**config.mk**
```make
export PLATFORM = sky130hd
export DESIGN_NAME = unidade_busca
export DESIGN_NICKNAME = d
export VERILOG_FILES = /design/src/rtl/nrisc_pkg.sv /design/src/rtl/memoria_instrucoes.sv /design/src/rtl/unidade_busca.sv
export SDC_FILE = /design/constraint.sdc
export NUM_CORES = 2
export LEC_CHECK = 0
export BUFFER_PORTS_ARGS = -buffer_cell sky130_fd_sc_hd__buf_2
export CELL_PAD_IN_SITES_DETAIL_PLACEMENT = 0
export CELL_PAD_IN_SITES_GLOBAL_PLACEMENT = 1
export CORE_MARGIN = 2
export CORE_UTILIZATION = 30
export DETAILED_ROUTE_END_ITERATION = 8
export PLACE_DENSITY = 0.5
export SLEW_MARGIN = 30
export SYNTH_ARGS = -nofsm -noshare
export SYNTH_HDL_FRONTEND = slang
export SYNTH_SLANG_ARGS = --single-unit
export TNS_END_PERCENT = 100
```
**constraint.sdc**
```tcl
create_clock -name clock -period 16 [get_ports clock]
set_input_delay 0.8 -clock clock [delete_from_list [all_inputs] [get_ports clock]]
set_output_delay 0.8 -clock clock [all_outputs]
set_load 0.05 [all_outputs]
```
**src/rtl/nrisc_pkg.sv**
```systemverilog
// nrisc_pkg: shared nRisc constants, opcodes, HALT word and fetch FSM encoding.
package nrisc_pkg;

    localparam int INSTR_WIDTH  = 8;
    localparam int OPCODE_WIDTH = 3;
    localparam int IMM_WIDTH    = 5;

    localparam logic [OPCODE_WIDTH-1:0] OP_ADDI = 3'b000;
    localparam logic [OPCODE_WIDTH-1:0] OP_ADD  = 3'b001;
    localparam logic [OPCODE_WIDTH-1:0] OP_SUBI = 3'b010;
    localparam logic [OPCODE_WIDTH-1:0] OP_BEQ  = 3'b011;
    localparam logic [OPCODE_WIDTH-1:0] OP_JUMP = 3'b100;
    localparam logic [OPCODE_WIDTH-1:0] OP_SW   = 3'b101;
    localparam logic [OPCODE_WIDTH-1:0] OP_HALT = 3'b110;
    localparam logic [OPCODE_WIDTH-1:0] OP_LI   = 3'b111;

    localparam logic [INSTR_WIDTH-1:0] HALT_INSTR = {OP_HALT, {IMM_WIDTH{1'b0}}};

    localparam logic [1:0] CARGA    = 2'd0;
    localparam logic [1:0] EXECUCAO = 2'd1;
    localparam logic [1:0] PARADO   = 2'd2;

endpackage

```
**src/rtl/memoria_instrucoes.sv**
```systemverilog
// memoria_instrucoes: 2**ADDR_WIDTH x 8 instruction array, synchronous write, combinational read.
module memoria_instrucoes
    import nrisc_pkg::*;
#(
    parameter int ADDR_WIDTH = 8
) (
    input  logic                   clock,
    input  logic                   we,
    input  logic [ADDR_WIDTH-1:0]  waddr,
    input  logic [INSTR_WIDTH-1:0] wdata,
    input  logic [ADDR_WIDTH-1:0]  raddr,
    output logic [INSTR_WIDTH-1:0] rdata
);

    logic [INSTR_WIDTH-1:0] mem [0:(1<<ADDR_WIDTH)-1];

    always_ff @(posedge clock) begin
        if (we) mem[waddr] <= wdata;
    end

    assign rdata = mem[raddr];

endmodule

```
**src/rtl/unidade_busca.sv**
```systemverilog
// unidade_busca: nRisc fetch stage with PC, instruction memory and load/run/halt FSM.
// Optional INSTR_COUNTER_EN adds a saturating 16-bit retired-instruction counter.
module unidade_busca
    import nrisc_pkg::*;
#(
    parameter int                  PC_WIDTH  = 8,
    parameter logic [PC_WIDTH-1:0] BOOT_ADDR = '0
) (
    input  logic                   clock,
    input  logic                   reset,
    input  logic                   iniciar,
    input  logic                   prog_we,
    input  logic [PC_WIDTH-1:0]    prog_addr,
    input  logic [INSTR_WIDTH-1:0] prog_data,
    input  logic                   esc_pc,
    input  logic                   jump,
    input  logic                   beq,
    input  logic                   zero,
    output logic [INSTR_WIDTH-1:0] instrucao,
    output logic [OPCODE_WIDTH-1:0] opcode,
    output logic [PC_WIDTH-1:0]    pc,
    output logic                   executando,
    output logic                   parado
`ifdef INSTR_COUNTER_EN
    ,
    output logic [15:0]            contador_instr
`endif
);

    logic [1:0]             estado, estado_n;
    logic [PC_WIDTH-1:0]    pc_n, desvio;
    logic [INSTR_WIDTH-1:0] palavra;

    memoria_instrucoes #(.ADDR_WIDTH(PC_WIDTH)) u_mem (
        .clock (clock),
        .we    (prog_we && estado == CARGA),
        .waddr (prog_addr),
        .wdata (prog_data),
        .raddr (pc),
        .rdata (palavra)
    );

    assign executando = estado == EXECUCAO;
    assign parado     = estado == PARADO;
    // Outside EXECUCAO the control unit sees HALT so it drops every write enable.
    assign instrucao  = executando ? palavra : HALT_INSTR;
    assign opcode     = instrucao[INSTR_WIDTH-1 -: OPCODE_WIDTH];
    assign desvio     = PC_WIDTH'($signed(instrucao[IMM_WIDTH-1:0]));

    always_comb begin
        estado_n = estado;
        pc_n     = pc;
        if (estado == CARGA) begin
            pc_n     = BOOT_ADDR;
            estado_n = iniciar ? EXECUCAO : CARGA;
        end else if (executando) begin
            estado_n = esc_pc ? EXECUCAO : PARADO;
            pc_n     = !esc_pc ? pc : (jump || (beq && zero)) ? pc + desvio : pc + 1'b1;
        end
    end

    always_ff @(posedge clock or negedge reset) begin
        if (!reset) begin
            estado <= CARGA;
            pc     <= BOOT_ADDR;
        end else begin
            estado <= estado_n;
            pc     <= pc_n;
        end
    end

`ifdef INSTR_COUNTER_EN
    always_ff @(posedge clock or negedge reset) begin
        if (!reset) contador_instr <= '0;
        else if (executando && esc_pc && contador_instr != 16'hFFFF) contador_instr <= contador_instr + 1'b1;
    end
`endif

endmodule

```
After elaboration in Yosys (flattened, before gate mapping):

Memory sizes are Yosys's and may differ from the RTL's.
Index checks and enable logic that the tools add are counted.

* bits in registers: 10
* memory bits (writable): 2048
* input port bits: 24
* output and inout port bits: 21
* word-level logic and storage cells: 25
* memories kept: 1

* add/subtract/negate cells: 2
* equality and inequality tests: 2
* mux-type cells: 11
* reductions and logical operators: 7

Memory list
* u_mem.mem: depth 256, width 8, read ports 1, clocked after memory_dff 0, wr ports 1, RTL line memoria_instrucoes.sv:15 `logic [INSTR_WIDTH-1:0] mem [0:(1<<ADDR_WIDTH)-1];`

Operators with widths (count)
* two-way mux 8 bit: 5
* adder 8 x 1 -> 8 bit, second input constant: 1
* adder 8 bit: 1
* two-way mux 2 bit: 3
* nonzero test 2 bit: 2
* two-way mux 1 bit: 3
* equality test 2 x 1 -> 1 bit, second input constant: 1
* equality test 2 bit, second input constant: 1
* logical AND 1 bit: 2
* zero test 2 bit: 1
* AND reduction 2 bit: 1
* logical OR 1 bit: 1

Logic depth before layout (Yosys ltp):

* depth in word-level cells: 7
* mapped depth: 21
* depth with buffers taken out: 17

Hierarchy:

A second synthesis with hierarchy kept.

* cell total of the unflattened synthesis: 3817
* area total of the unflattened synthesis: 80243.2 um2

By module, submodules not included
* memoria_instrucoes: times used 1, cells each 3725, area each 79396.1 um2, seq. area each 61499.0 um2
* unidade_busca: times used 1, cells each 92, area each 847.1 um2, seq. area each 250.2 um2

Worst setup path after synthesis:

OpenSTA, ideal clock, no wires.

* kind: flip-flop to flip-flop
* from: reg pc[1]
* to: reg pc[7]
* setup time: 0.126 ns
* arrival time: 5.556 ns
* data required time: 15.874 ns
* path slack: 10.318 ns
* stages on the path, launching flop included: 21
* buffers on the path: 4
* period minus slack after synthesis: 5.682 ns
* cells stage by stage: dfrtp_1 buf_4 buf_6 clkbuf_1 buf_1 mux4_2 mux4_2 mux4_2 a211oi_1 a211oi_1 or2_1 ha_1 a21o_1 a21oi_1 o21bai_1 a21oi_1 o21bai_1 a21oi_1 or3_1 and3_1 a221o_1

* cells in the longest elaborated chain, start to end: 7
* elaborated cells between the ends (all ways): 8
* those cells by class: add/sub (2); mux (5); memory (1)

Ends and longest elaborated chain
* start, declared: RTL line unidade_busca.sv:21 `output logic [PC_WIDTH-1:0] pc,`
* start signal, assigned: RTL line unidade_busca.sv:68 `pc <= pc_n;`
* memory (256 x 8 bit)
* two-way mux 8 bit: RTL line unidade_busca.sv:46 `assign instrucao = executando ? palavra : HALT_INSTR;`
* named net instrucao[0]: RTL line unidade_busca.sv:19 `output logic [INSTR_WIDTH-1:0] instrucao,`
* adder 8 bit: RTL line unidade_busca.sv:58 `pc_n = !esc_pc ? pc : (jump || (beq && zero)) ? pc + desvio : pc + 1'b1;`
* two-way mux 8 bit (2 in series): RTL line unidade_busca.sv:58
* two-way mux 8 bit: RTL line unidade_busca.sv:56 `end else if (executando) begin`
* two-way mux 8 bit: RTL line unidade_busca.sv:53 `if (estado == CARGA) begin`

The timed path passes the listed nets, and every way through them passes these cells. The select of a mux whose other input is x is not followed.
A chain may end at the register's enable or synchronous reset.

Final worst setup path:

* from: reg pc[0]
* to: out opcode[2]

* cells in the longest elaborated chain, start to end: 2

Ends and longest elaborated chain
* memory (256 x 8 bit)
* two-way mux 8 bit: RTL line unidade_busca.sv:46
* end, declared: RTL line unidade_busca.sv:20 `output logic [OPCODE_WIDTH-1:0] opcode,`

No other way between the ends.

==> metrics.md <==
| Metric | Value |
|---|---|
| Status | finished clean |
| Routability Congestion | 0.7628 |
| Yosys cell types | 54 |
| Top FF cell, synth | edfxtp_1 |
| Die X | 520.6 um |
| Post-synth EDFFs | 2048 |
| Initial antenna violation count | 14 |
| Vias | 36.61k |
| Sw Pwr | 0.002303 W |
| Cell family with most CP delay | multiplexers |
| Largest net degree at the start of global routing | 154 |
| Worst slew margin | 31.54% |
| Synthesized area per cell | 23.34 sq um |
| #FFs+latches synth | 2058 |
| First-pass GRT wire length | 309.1 mm |
| Reg-to-reg endpoint | pc[7] |
| Initial Util | 30.18% |
| Pint | 0.008665 W |
| Pleak | 28.10 nW |
| I/O Buffers | 44 |
| Worst hold path startpoint | esc_pc |
| Clk buf depth | 3 |
| Dpl cells | 6886 |
| Reg power frac | 54.1% |
| Syn_nets | 3462 |
| Layout area overhead | 14.49% |
| Synth top area share | 76.80% |
| Worst endpoint required time | 15.20 ns |
| Crit-path max cell delay | 0.88 ns |
| Worst-Margin Slew | 1.024 ns |
| Fin crit period | 7.688 ns |
| Worst-path cell chain | buf_4, buf_6, buf_4, mux4_2, mux4_2, mux4_2, mux4_2, nand2b_1, buf_2 |
| Worst flop-to-flop path startpoint | pc[0] |
| CP endpoint kind | output pin |
| Vias in the first global route | 37.64k |
| Max-cap viol count | 0 |
| Number of buffers created by CTS | 211 |
| Clock root buffer | clkbuf_16 |
| Fraction of registers with async set/reset | 0.4859% |
| GR Overflow Total | 0 |
| Wire per inst | 30.14 um |
| Worst Path Max Fanout | 43 |
| Fin. Hold Viols | 0 |
| Hold WS | 0.3596 ns |
| Setup tns final | 0 ns |
| Site row count | 189 |
| WP data arrival | 6.89 ns |
| Fillers | 24.64k |
| Sw frac | 21.00% |
| Clock Latency Late Sink | 0.86 ns |
| Max-slew violations | 0 |
| Clk_skew | 0.04668 ns |
| CTS sink count | 2058 |
| H-tree depth | 4 |
| CP most frequent cell | mux4_2 |
| CORE AREA | 0.2653 sq mm |
| Synth area leaders | edfxtp_1 (77%), mux4_2 (18%), nor2_1 (1.3%), buf_2 (0.44%), clkbuf_1 (0.36%) |
| Worst Setup Start Kind | flop |
| Pwr dens | 119.6 mW/mm^2 |
| Buf/Inv on CP | 4 |
| Reg clk slew, reported paths | 0.06 ns |
| Layout cells sized above 1 | 31.88% |
| Drt total wl | 219.7 mm |
| Mapped Area | 0.08007 sq mm |
| Post-DP HPWL | 130.1 mm |
| Synth cell count leaders | edfxtp_1 (2048), mux4_2 (653), nor2_1 (274), clkbuf_1 (77), buf_2 (70) |
| FMAX | 130.1 MHz |
| VDD IR-drop max | 0.1074 mV |
| Part of the power in the clock network | 44.1% |
| Post-Layout Cell Count | 7289 |
| Gate power share | 1.8% |
| Critical Setup Path Class | flop to output pin |
| Gr usage total | 16.11% |
| WHS Endpoint | pc[5] |
| Final ANT Viol Nets | 0 |
| Final net count | 3601 |
| Fin crit share | 48.05% |
| DRC | 0 |
| CTS tree | built |
| Ys Warns | 0 |
| Top cell type by total area after synthesis | edfxtp_1 |
| Top-count cell post-synth | edfxtp_1 |
| Final Setup Violations | 0 |
| Die ar. | 0.2711 sq mm |
| Reg2Reg Depth | 17 |
| R2r setup slk | 8.76 ns |
| # IOs | 45 |
| Hold depth | 2 |
| RSZ-0062 raised after global routing | no |
| 1st-iter DRT viols | 3677 |
| Via density | 5.022 |
| Hold crit path type | input port to flop |
| CP max stage cell | dfrtp_4 |
| Die Ht | 520.6 um |
| Drt pass-1 iters | 7 |
| Seq/Total Area, Yosys | 77.12% |
| Post-Synthesis Cells | 3430 |
-- stage by stage --
step	instance area (sq um)	util [%]	setup slack, ns	power (W)
finish	91670	34.55	8.312	0.01097
detailed placement	84750	31.94	8.356	0.006247
global placement	84510	31.85	8.270	0.006241
floorplan	80070	-	10.32	0.006101
global route	91660	34.55	7.869	0.01130
CTS	91500	34.48	7.793	0.01108
-- cells in the final DEF (no fill, tap or decap), types with 14 or more instances in the layout --
cell type,Yosys,routed
edfxtp_1,2048,2048
buf_2,70,36
o21ai_0,15,15
mux2i_1,15,15
nor2_2,0,89
bufinv_16,0,16
mux4_2,653,653
nor2_1,274,185
nand2_1,38,36
buf_4,28,65
clkbuf_16,0,211
clkbuf_1,77,49
a21oi_1,14,14
clkinv_1,0,58
clkinv_2,0,39
-- power by group through the flow --
stage / Clock (W) / Combinational [W] / Sequential, W
after floorplan: 0 / 0.0000531 / 0.00605
after global placement: 0 / 0.000190 / 0.00605
after detailed placement: 0 / 0.000196 / 0.00605
after CTS: 0.00495 / 0.000197 / 0.00594
after global routing: 0.00516 / 0.000208 / 0.00593
final: 0.00484 / 0.000193 / 0.00594
-- repair_timing --
item	4_1_cts	5_1_grt
buffers inserted	0	0
hold buffers	1	0
resized for setup	0	0
hold endpoints to repair	10	0
-- registers in the layout (all words and copies together) (netlist names) --
name and cells:
u_mem.mem 2048, pc 8, estado 2
-- worst max-delay path by stage --
stage	startpoint	to	slack (ns)	cells past startpoint
floorplan	pc[1]	pc[7]	10.32	20
global placement	pc[0]	pc[7]	8.27	17
detailed placement	pc[0]	pc[7]	8.36	17
CTS	pc[0]	opcode[2]	7.79	9
global route	pc[0]	opcode[2]	7.87	9
finish	pc[0]	opcode[2]	8.31	9
-- cell families after synthesis --
group	synth area share, %
buffers and inverters	1.356
DFF	77.12
xor gates and xnor gates	0.05469
muxes	18.68
AOI/OAI and AO/OA	0.5922
and+or+nand+nor	2.064
adders and majority gates	0.1344
-- metal layers --
metal / up-vias / part of all wire (%) / track usage [%]
met2: 962 / 48 / 25.94
met3: 249 / 4.6 / 2.473
li1: 14920 / - / -
met4: 0 / 1.8 / 3.424
met5: - / 0 / 0
met1: 20480 / 45 / 23.13
-- worst register-to-register path, cell delays in order, from the launching register on --
cell and delay (ns):
dfrtp_4 0.88, buf_4 0.79, buf_6 0.60, buf_4 0.76
mux4_2 0.65, mux4_2 0.54, mux4_2 0.59, mux4_2 0.51
and2_1 0.16, ha_1 0.27, inv_1 0.06, o21bai_1 0.14
a21oi_1 0.11, o21bai_1 0.17, a21oi_1 0.09, or3_1 0.32
and3_1 0.19, a221o_1 0.31
-- cell type report --
class / instances / area, sq um / area share [%]
tap: 3533 / 4420 / 4.822
multi-input combinational: 1154 / 17560 / 19.16
timing repair buffer: 130 / 1116 / 1.217
clock inverter: 136 / 1275 / 1.391
sequential: 2058 / 61760 / 67.38
clock buffer: 260 / 5464 / 5.960
inverter: 14 / 60.06 / 0.06551
antenna: 4 / 10.01 / 0.01092
Note: power is estimated with default switching activity, not from simulation.
